<file path="config.mk">
export PLATFORM = sky130hd
export DESIGN_NAME = mdu_sequencer
export DESIGN_NICKNAME = d
export VERILOG_FILES = /design/src/rtl/mdu_sequencer.sv
export SDC_FILE = /design/constraint.sdc
export NUM_CORES = 1
export LEC_CHECK = 0
export CAP_MARGIN = 40
export CORE_MARGIN = 2
export CORE_UTILIZATION = 40
export DETAILED_ROUTE_END_ITERATION = 7
export SLEW_MARGIN = 5
export SYNTH_ARGS = -nofsm -noshare
export SYNTH_HDL_FRONTEND = slang
export SYNTH_SLANG_ARGS = --single-unit
</file>
<file path="constraint.sdc">
create_clock -name clk -period 2.26 [get_ports clk]
set_input_delay 0.452 -clock clk [delete_from_list [all_inputs] [get_ports clk]]
set_output_delay 0.452 -clock clk [all_outputs]
set_load 0.05 [all_outputs]
</file>
<file path="src/rtl/mdu_sequencer.sv">
// -----------------------------------------------------------------------------
// mdu_sequencer
//   Multi-cycle unsigned multiply / divide sequencer for the RV32 core. It has
//   no adder of its own. Each RUN cycle it drives the shared ALU and captures
//   the ALU result. Multiply uses shift-and-add (MULU, low word). Divide uses
//   restoring division (DIVU quotient, REMU remainder). Every operation takes
//   exactly WIDTH iterations.
//
// Ports
//   clk          system clock, all state changes on the rising edge
//   reset        synchronous, active-high reset
//   start        request pulse, accepted only in IDLE or DONE
//   op           00 MULU, 01 DIVU, 10 REMU, 11 MULU
//   operand_a    multiplicand / dividend, sampled on accept
//   operand_b    multiplier / divisor, sampled on accept
//   busy         high while iterating
//   done         one-cycle pulse, result valid
//   result       registered result, held until the next completion
//   alu_control  ALU opcode driven to the shared ALU (ADD=010, SUB=110)
//   alu_left     ALU left operand
//   alu_right    ALU right operand
//   alu_result   combinational ALU result for the current operands
// -----------------------------------------------------------------------------
module mdu_sequencer #(
    parameter  int WIDTH = 32,
    localparam int CNT_W = $clog2(WIDTH) + 1
) (
    input  logic             clk,
    input  logic             reset,
    input  logic             start,
    input  logic [1:0]       op,
    input  logic [WIDTH-1:0] operand_a,
    input  logic [WIDTH-1:0] operand_b,
    output logic             busy,
    output logic             done,
    output logic [WIDTH-1:0] result,
    output logic [2:0]       alu_control,
    output logic [WIDTH-1:0] alu_left,
    output logic [WIDTH-1:0] alu_right,
    input  logic [WIDTH-1:0] alu_result
);

    localparam logic [2:0] ALU_ADD = 3'b010;
    localparam logic [2:0] ALU_SUB = 3'b110;
    localparam logic [1:0] OP_DIVU = 2'b01;
    localparam logic [1:0] OP_REMU = 2'b10;

    typedef enum logic [1:0] {IDLE, RUN, DONE} state_t;

    state_t           state;
    logic [CNT_W-1:0] cnt;
    logic [1:0]       op_q;

    // Multiply datapath
    logic [WIDTH-1:0] acc, mcand, mplier;
    // Divide datapath
    logic [WIDTH-1:0] rem, quot, divisor;

    logic             is_mul;
    logic             last;
    logic [WIDTH-1:0] rs;
    logic             carry;
    logic             ge;
    logic [WIDTH-1:0] acc_nxt, rem_nxt, quot_nxt;

    // Op code 11 falls through to multiply.
    assign is_mul = !((op_q == OP_DIVU) || (op_q == OP_REMU));
    assign last   = (cnt == CNT_W'(WIDTH - 1));

    // Restoring divide step. The bit shifted out of rem is an implicit
    // 33rd bit: when it is set, the shifted remainder exceeds any divisor,
    // so the subtraction is always taken. The compare stays local; only the
    // subtraction goes through the ALU.
    assign rs       = {rem[WIDTH-2:0], quot[WIDTH-1]};
    assign carry    = rem[WIDTH-1];
    assign ge       = carry | (rs >= divisor);
    assign rem_nxt  = ge ? alu_result : rs;
    assign quot_nxt = {quot[WIDTH-2:0], ge};

    assign acc_nxt  = mplier[0] ? alu_result : acc;

    // ALU drive depends on the current registers, so alu_result reflects
    // this cycle's iteration. The ALU is parked at ADD 0+0 outside RUN.
    always_comb begin
        alu_control = ALU_ADD;
        alu_left    = '0;
        alu_right   = '0;
        if (state == RUN) begin
            if (is_mul) begin
                alu_control = ALU_ADD;
                alu_left    = acc;
                alu_right   = mcand;
            end else begin
                alu_control = ALU_SUB;
                alu_left    = rs;
                alu_right   = divisor;
            end
        end
    end

    always_ff @(posedge clk) begin
        if (reset) begin
            state   <= IDLE;
            cnt     <= '0;
            op_q    <= '0;
            acc     <= '0;
            mcand   <= '0;
            mplier  <= '0;
            rem     <= '0;
            quot    <= '0;
            divisor <= '0;
            busy    <= 1'b0;
            done    <= 1'b0;
            result  <= '0;
        end else begin
            done <= 1'b0;
            case (state)
                IDLE, DONE: begin
                    // In DONE, done is already high this cycle. A start here
                    // is accepted while the pulse still completes.
                    if (start) begin
                        state <= RUN;
                        busy  <= 1'b1;
                        cnt   <= '0;
                        op_q  <= op;
                        if ((op == OP_DIVU) || (op == OP_REMU)) begin
                            rem     <= '0;
                            quot    <= operand_a;
                            divisor <= operand_b;
                        end else begin
                            acc    <= '0;
                            mcand  <= operand_a;
                            mplier <= operand_b;
                        end
                    end else begin
                        state <= IDLE;
                    end
                end

                RUN: begin
                    cnt <= cnt + CNT_W'(1);
                    if (is_mul) begin
                        acc    <= acc_nxt;
                        mcand  <= mcand << 1;
                        mplier <= mplier >> 1;
                    end else begin
                        rem  <= rem_nxt;
                        quot <= quot_nxt;
                    end
                    // The final iteration's values are captured directly
                    // into result on the same edge.
                    if (last) begin
                        state <= DONE;
                        busy  <= 1'b0;
                        done  <= 1'b1;
                        if (is_mul)
                            result <= acc_nxt;
                        else if (op_q == OP_DIVU)
                            result <= quot_nxt;
                        else
                            result <= rem_nxt;
                    end
                end

                default: begin
                    state <= IDLE;
                    busy  <= 1'b0;
                end
            endcase
        end
    end

endmodule

</file>
======== Yosys cells after proc, flatten, opt, wreduce, memory -nomap -nowiden ========
Index checks and enable logic that the tools add are counted.
storage, ports and cells
  output and inout port bits .............. 101
  register bits after elaboration ......... 236
  word-level logic and storage cells ...... 81
  bits of input ports ..................... 101
operators by class
  add/sub/neg operators ................... 1
  reduce and logical (&&, ||, !) cells .... 13
  $lt $le $gt $ge ......................... 1
  bitwise gates (word level) .............. 2
  muxes and demuxes ....................... 39
  eq/ne operators ......................... 13
operators by type and width
  kind                                           count
  2-to-1 mux 32 bit                              23
  one-hot mux 32 bit (2 select lines)            5
  >= comparator 32 bit                           1
  != test 2 bit, second input constant           6
  one-hot mux 6 bit (2 select lines)             1
  AND reduction 2 bit                            4
  AND reduction 4 bit                            2
  adder 6 x 1 -> 6 bit, second input constant    1
  == test 2 x 1 -> 1 bit, second input constant  3
  == test 2 bit, second input constant           3
  == test 6 x 5 -> 1 bit, second input constant  1
  2-to-1 mux 3 bit                               2
  2-to-1 mux 6 bit                               1
  2-to-1 mux 1 bit                               4
  one-hot mux 2 bit (2 select lines)             1
  OR reduction 2 bit                             2
  AND reduction 3 bit                            1
  zero test 2 bit                                1
  logical OR 1 bit                               2
  2-to-1 mux 2 bit                               1
  one-hot mux 1 bit (2 select lines)             1
  nonzero test 2 bit                             1
  inverter 1 bit                                 1
  bitwise OR 1 bit                               1

======== Longest topological paths before layout ========
  word-level depth ........................ 5
  gate-level depth with buffers ........... 10
  mapped depth without buffers ............ 8

======== Least setup slack after synthesis ========
Ideal clock, no wire load.
  path kind ............................... register -> output
  start point ............................. register op_q[1]
  end point ............................... output alu_left[10]
  cell stages (with the launch flop) ...... 8
  data arrival time ....................... 2,395 ps
  buffers on the path ..................... 3
  setup slack ............................. -587 ps
  cell sequence ........................... dfxtp_1 inv_1 ha_1 clkbuf_1 clkbuf_1 clkbuf_1 mux2i_1 nor2_1
on the way
  cells in the longest elaborated chain, start to end .. 4
RTL lines
  item                                                     RTL line  text
  start, declared                                          52        logic [1:0] op_q;
  start signal, assigned                                   125       op_q <= op;
  == test 2 x 1 -> 1 bit or == test 2 bit (tied branches)  67        assign is_mul = !((op_q == OP_DIVU) || (op_q == OP_REMU));
  logical OR 1 bit *                                       67
  2-to-1 mux 32 bit *                                      89        if (is_mul) begin
  2-to-1 mux 32 bit *                                      88        if (state == RUN) begin
  end, declared                                            38        output logic [WIDTH-1:0] alu_left,
Mark *: on every way between the ends. The rest lies on a longest branch, timed or not.

======== Worst setup path after layout ========
  start point ............................. register op_q[1]
  end point ............................... output alu_left[1]
Same word-level chain as after synthesis.

==> run summary <==
OUTCOME
-------------------------------------------------------------------------------
Run status ....................................................... finished, violations left
Violated checks .................................................. setup timing

FINISH
-------------------------------------------------------------------------------
Filler cell count in the final layout ............................         2552
Synthesis-to-finish area growth ..................................        58.0%
Final standard cell area without fillers .........................   20500 um^2
Post-route insts no fill .........................................         2320
Nets@finish ......................................................         2032
Layout cells sized above 1 .......................................        28.1%
Antenna Diode Count ..............................................            0

CLOCKING
-------------------------------------------------------------------------------
Maximum level of the CTS H-tree ..................................            1
Number of clock buffers inserted by TritonCTS ....................           29
Root Buffer Master ............................................... sky130_fd_sc_hd__clkbuf_16
CTS tree .........................................................        built
Clock network latency to the later pin of the worst-skew pair ....      0.56 ns
CTS clk-pin slew, worst paths ....................................      0.06 ns
Hold_buf cts .....................................................            0
Number of clock sinks ............................................          236
Maximum root-to-sink buffer count ................................            3

FLOORPLANNING
-------------------------------------------------------------------------------
Height of the chip ...............................................       184 um
Number of rows in the core area ..................................           65
Die area .........................................................   33800 um^2
Placeable core area ..............................................   31700 um^2
Initial standard-cell utilization of the core ....................        40.8%
Number of top-level pins .........................................          202
Die span in x ....................................................       184 um

GLOBAL ROUTING
-------------------------------------------------------------------------------
Aggregate global routing overflow ................................            0
Total routing resource utilization after global routing ..........        27.9%
Maximum number of pins on one net before global-route repair .....          141
Global-route wire length before repair ...........................     75000 um
Via count of the first global-routing pass .......................        13082
Initial antenna violation count ..................................            0

TIMING
-------------------------------------------------------------------------------
Peak Freq ........................................................      387 MHz
Worst max-slew margin expressed relative to the limit ............        58.1%
Minimum clock period after layout ................................      2.59 ns
Worst clock skew .................................................    0.0140 ns
Setup repair after global routing missed its margin ..............          yes
Share of the cycle needed by the critical path after routing .....         114%
Final setup fails ................................................          129
Transition time of the tightest slew-check pin ...................     0.629 ns
Final hold vios ..................................................            0
Final max-slew violation count ...................................            0
Setup WS post-layout .............................................    -0.327 ns
Accumulated negative setup slack .................................    -24.67 ns

PLACEMENT
-------------------------------------------------------------------------------
Instance area at placement .......................................   16900 um^2
Worst setup slack before clock tree synthesis ....................    -0.128 ns
Number of placed instances, taps included ........................         2214
Number of buffer cells added on primary ports ....................          199
Detailed-placement wirelength estimate ...........................     31500 um
Routability cong. ................................................        0.855

LOGIC SYNTHESIS
-------------------------------------------------------------------------------
Post-Syn Area per Cell ...........................................    7.91 um^2
Fraction of registers with async set or reset after synthesis ....           0%
Mapped Nets ......................................................         1772
Sequential share of the synthesized area .........................        36.5%
Synth Instances ..................................................         1637
Mapped Area ......................................................   12900 um^2
Number of distinct library cells after synthesis .................           50
Count of synthesis-stage warnings from yosys .....................            0
Number of enable-type register cells in the synthesized netlist ..            0
Main flop type after synthesis ................................... sky130_fd_sc_hd__dfxtp_1
Synth Register Bits ..............................................          236

ROUTING
-------------------------------------------------------------------------------
Total routed wirelength ..........................................     49300 um
Number of DRC markers after the initial detailed-route iteration .         1288
Residual DRC count ...............................................            0
DR WL/cell .......................................................      21.3 um
Initial DRT Pass Iterations ......................................            6
Via/cell ratio ...................................................         6.02
Post-route ant nets ..............................................            0
Overall via count from detail_route ..............................        13973

POWER
-------------------------------------------------------------------------------
Power share of the clock group ...................................        35.5%
Areal power density over the cells ...............................  659 nW/um^2
Worst voltage drop across the vdd grid ...........................   0.000650 V
Part of the total power dissipated in combinational logic ........        30.1%
Leak Pwr .........................................................   0.00712 uW
Power share of the sequential group ..............................        34.4%
P_int ............................................................      9200 uW
Net Sw Frac ......................................................        31.7%
Power, Total .....................................................     13500 uW
Switch Pwr .......................................................      4280 uW

WORST SETUP PATH
-------------------------------------------------------------------------------
Worst setup path class ........................................... flop to primary output
Critical path launch point type ..................................         flop
Maximum fanout along the worst path ..............................            5
Endpoint required time on the critical path ......................      1.81 ns
Capturing element type of the critical path ...................... primary output
Arrival time of data at the critical path endpoint ...............      2.13 ns

WORST HOLD PATH
-------------------------------------------------------------------------------
Class of the worst hold path ..................................... input port to flop

JOB
-------------------------------------------------------------------------------
# Max-Cap Violations .............................................            0

## power by group through the flow
stage / combinational, uW / sequential [uW] / clock [uW]
2_1_floorplan: 1750 / 4610 / 0
5_1_grt: 4260 / 4660 / 4990
4_1_cts: 3800 / 4630 / 4820
6_report: 4050 / 4640 / 4790
3_5_place_dp: 2830 / 4670 / 0
3_3_place_gp: 2800 / 4670 / 0
## path summary, 6_finish.rpt
path	from	end	slack [ns]	depth (start not counted)
worst max register to register	divisor[0]	rem[18]	-0.21	9
worst min register to register	mplier[31]	mplier[31]	0.46	2
worst min-delay path	reset	quot[14]	0.27	2
worst max-delay path	op_q[1]	alu_left[1]	-0.33	8
## metrics by stage
stage	hold slack [ns]	util, %
after floorplan	0.432	-
after global placement	0.449	53.3
after detailed placement	0.453	53.3
after CTS	0.246	63.0
after global routing	0.255	64.5
final	0.266	64.5
## kinds of logic (layout without fill, tap and decap cells)
| family | after synthesis | count (layout) | synth area share, % |
|---|---|---|---|
| adders and majority gates | 34 | 34 | 3.29 |
| buffers and inverters | 200 | 481 | 6.16 |
| DFF | 236 | 236 | 36.5 |
| muxes | 97 | 97 | 7.52 |
| and+or+nand+nor | 607 | 607 | 20.9 |
| other | 2 | 2 | 0.0580 |
| AOI/OAI and AO/OA | 460 | 460 | 25.5 |
| xor gates and xnor gates | 1 | 1 | 0.0677 |
## routing by layer
layer	vias to the layer above	track usage, %	wire length, um
li1	6495	-	-
met2	644	42.3	21600
met1	6735	40.2	22100
met3	99	4.50	4030
met4	0	9.18	1550
met5	-	0	0
## cells in the final DEF (no fill, tap or decap), types with 36 or more instances in the layout
cell type,instances
sky130_fd_sc_hd__nand2_1,271
sky130_fd_sc_hd__dfxtp_1,219
sky130_fd_sc_hd__clkdlybuf4s50_1,130
sky130_fd_sc_hd__buf_4,119
sky130_fd_sc_hd__nor2_1,111
sky130_fd_sc_hd__a21oi_1,86
sky130_fd_sc_hd__nor2_4,66
sky130_fd_sc_hd__a311oi_1,64
sky130_fd_sc_hd__a22oi_1,63
sky130_fd_sc_hd__mux2i_4,62
sky130_fd_sc_hd__and2_1,62
sky130_fd_sc_hd__buf_12,61
sky130_fd_sc_hd__a31oi_1,56
sky130_fd_sc_hd__buf_6,52
sky130_fd_sc_hd__o21ai_0,37
sky130_fd_sc_hd__nand4_1,36
## flip-flops by register name, summed over array words and instances, names as in the netlist
register,count
mplier,32
result,32
cnt,6
busy,1
quot,32
rem,32
divisor,32
op_q,2
state,2
mcand,32
done,1
acc,32
## worst max-delay path: stages, from the launching register on
cell	delay, ns
sky130_fd_sc_hd__dfxtp_2	0.33
sky130_fd_sc_hd__inv_2	0.04
sky130_fd_sc_hd__ha_4	0.33
sky130_fd_sc_hd__buf_8	0.15
sky130_fd_sc_hd__buf_12	0.15
sky130_fd_sc_hd__mux2i_1	0.20
sky130_fd_sc_hd__buf_4	0.15
sky130_fd_sc_hd__nor2_4	0.03
sky130_fd_sc_hd__buf_6	0.17
## cell usage after synthesis, types with 2 or more instances
cell type / n / area (um^2)
sky130_fd_sc_hd__o31ai_1: 32 / 240
sky130_fd_sc_hd__buf_4: 2 / 15.0
sky130_fd_sc_hd__conb_1: 2 / 7.51
sky130_fd_sc_hd__inv_1: 35 / 131
sky130_fd_sc_hd__nand4_1: 36 / 225
sky130_fd_sc_hd__buf_2: 13 / 65.1
sky130_fd_sc_hd__and2_1: 62 / 388
sky130_fd_sc_hd__nand3_1: 6 / 30.0
sky130_fd_sc_hd__o21ai_0: 38 / 190
sky130_fd_sc_hd__a22oi_1: 64 / 480
sky130_fd_sc_hd__nor2_1: 180 / 676
sky130_fd_sc_hd__o211ai_1: 3 / 22.5
sky130_fd_sc_hd__a31oi_1: 65 / 407
sky130_fd_sc_hd__a221oi_1: 30 / 263
sky130_fd_sc_hd__mux2_2: 2 / 22.5
sky130_fd_sc_hd__nand2_1: 271 / 1020
sky130_fd_sc_hd__a21oi_1: 86 / 430
sky130_fd_sc_hd__nor2b_1: 3 / 18.8
sky130_fd_sc_hd__a311oi_1: 65 / 569
sky130_fd_sc_hd__a311o_1: 32 / 320
sky130_fd_sc_hd__a211oi_1: 31 / 233
sky130_fd_sc_hd__buf_1: 19 / 71.3
sky130_fd_sc_hd__nand2b_1: 7 / 43.8
sky130_fd_sc_hd__nor3_1: 5 / 25.0
sky130_fd_sc_hd__a21o_1: 3 / 22.5
sky130_fd_sc_hd__dfxtp_1: 236 / 4720
sky130_fd_sc_hd__buf_6: 3 / 33.8
sky130_fd_sc_hd__ha_1: 34 / 425
sky130_fd_sc_hd__mux2i_1: 95 / 951
sky130_fd_sc_hd__nor3b_1: 30 / 225
sky130_fd_sc_hd__clkbuf_1: 128 / 480
## what timing repair did
action / 4_1_cts / 5_1_grt
buffers inserted: 33 / 5
endpoints found under the setup margin: 130 / 164
pin swaps: 80 / 64
cloned: 18 / 2
hold endpoints to repair: 0 / 0
resized for setup: 271 / 74
## area by class of cell
type	count	area [um^2]	share of cell area, %
multi-input cells	1201	9380	45.9
flip-flops and latches	236	4750	23.2
inverters	35	131	0.642
clock buffers	44	872	4.26
repair buffers	394	4710	23.0
clock inverters	8	111	0.544
well taps	402	503	2.46
(Power assumes the default switching activity.)
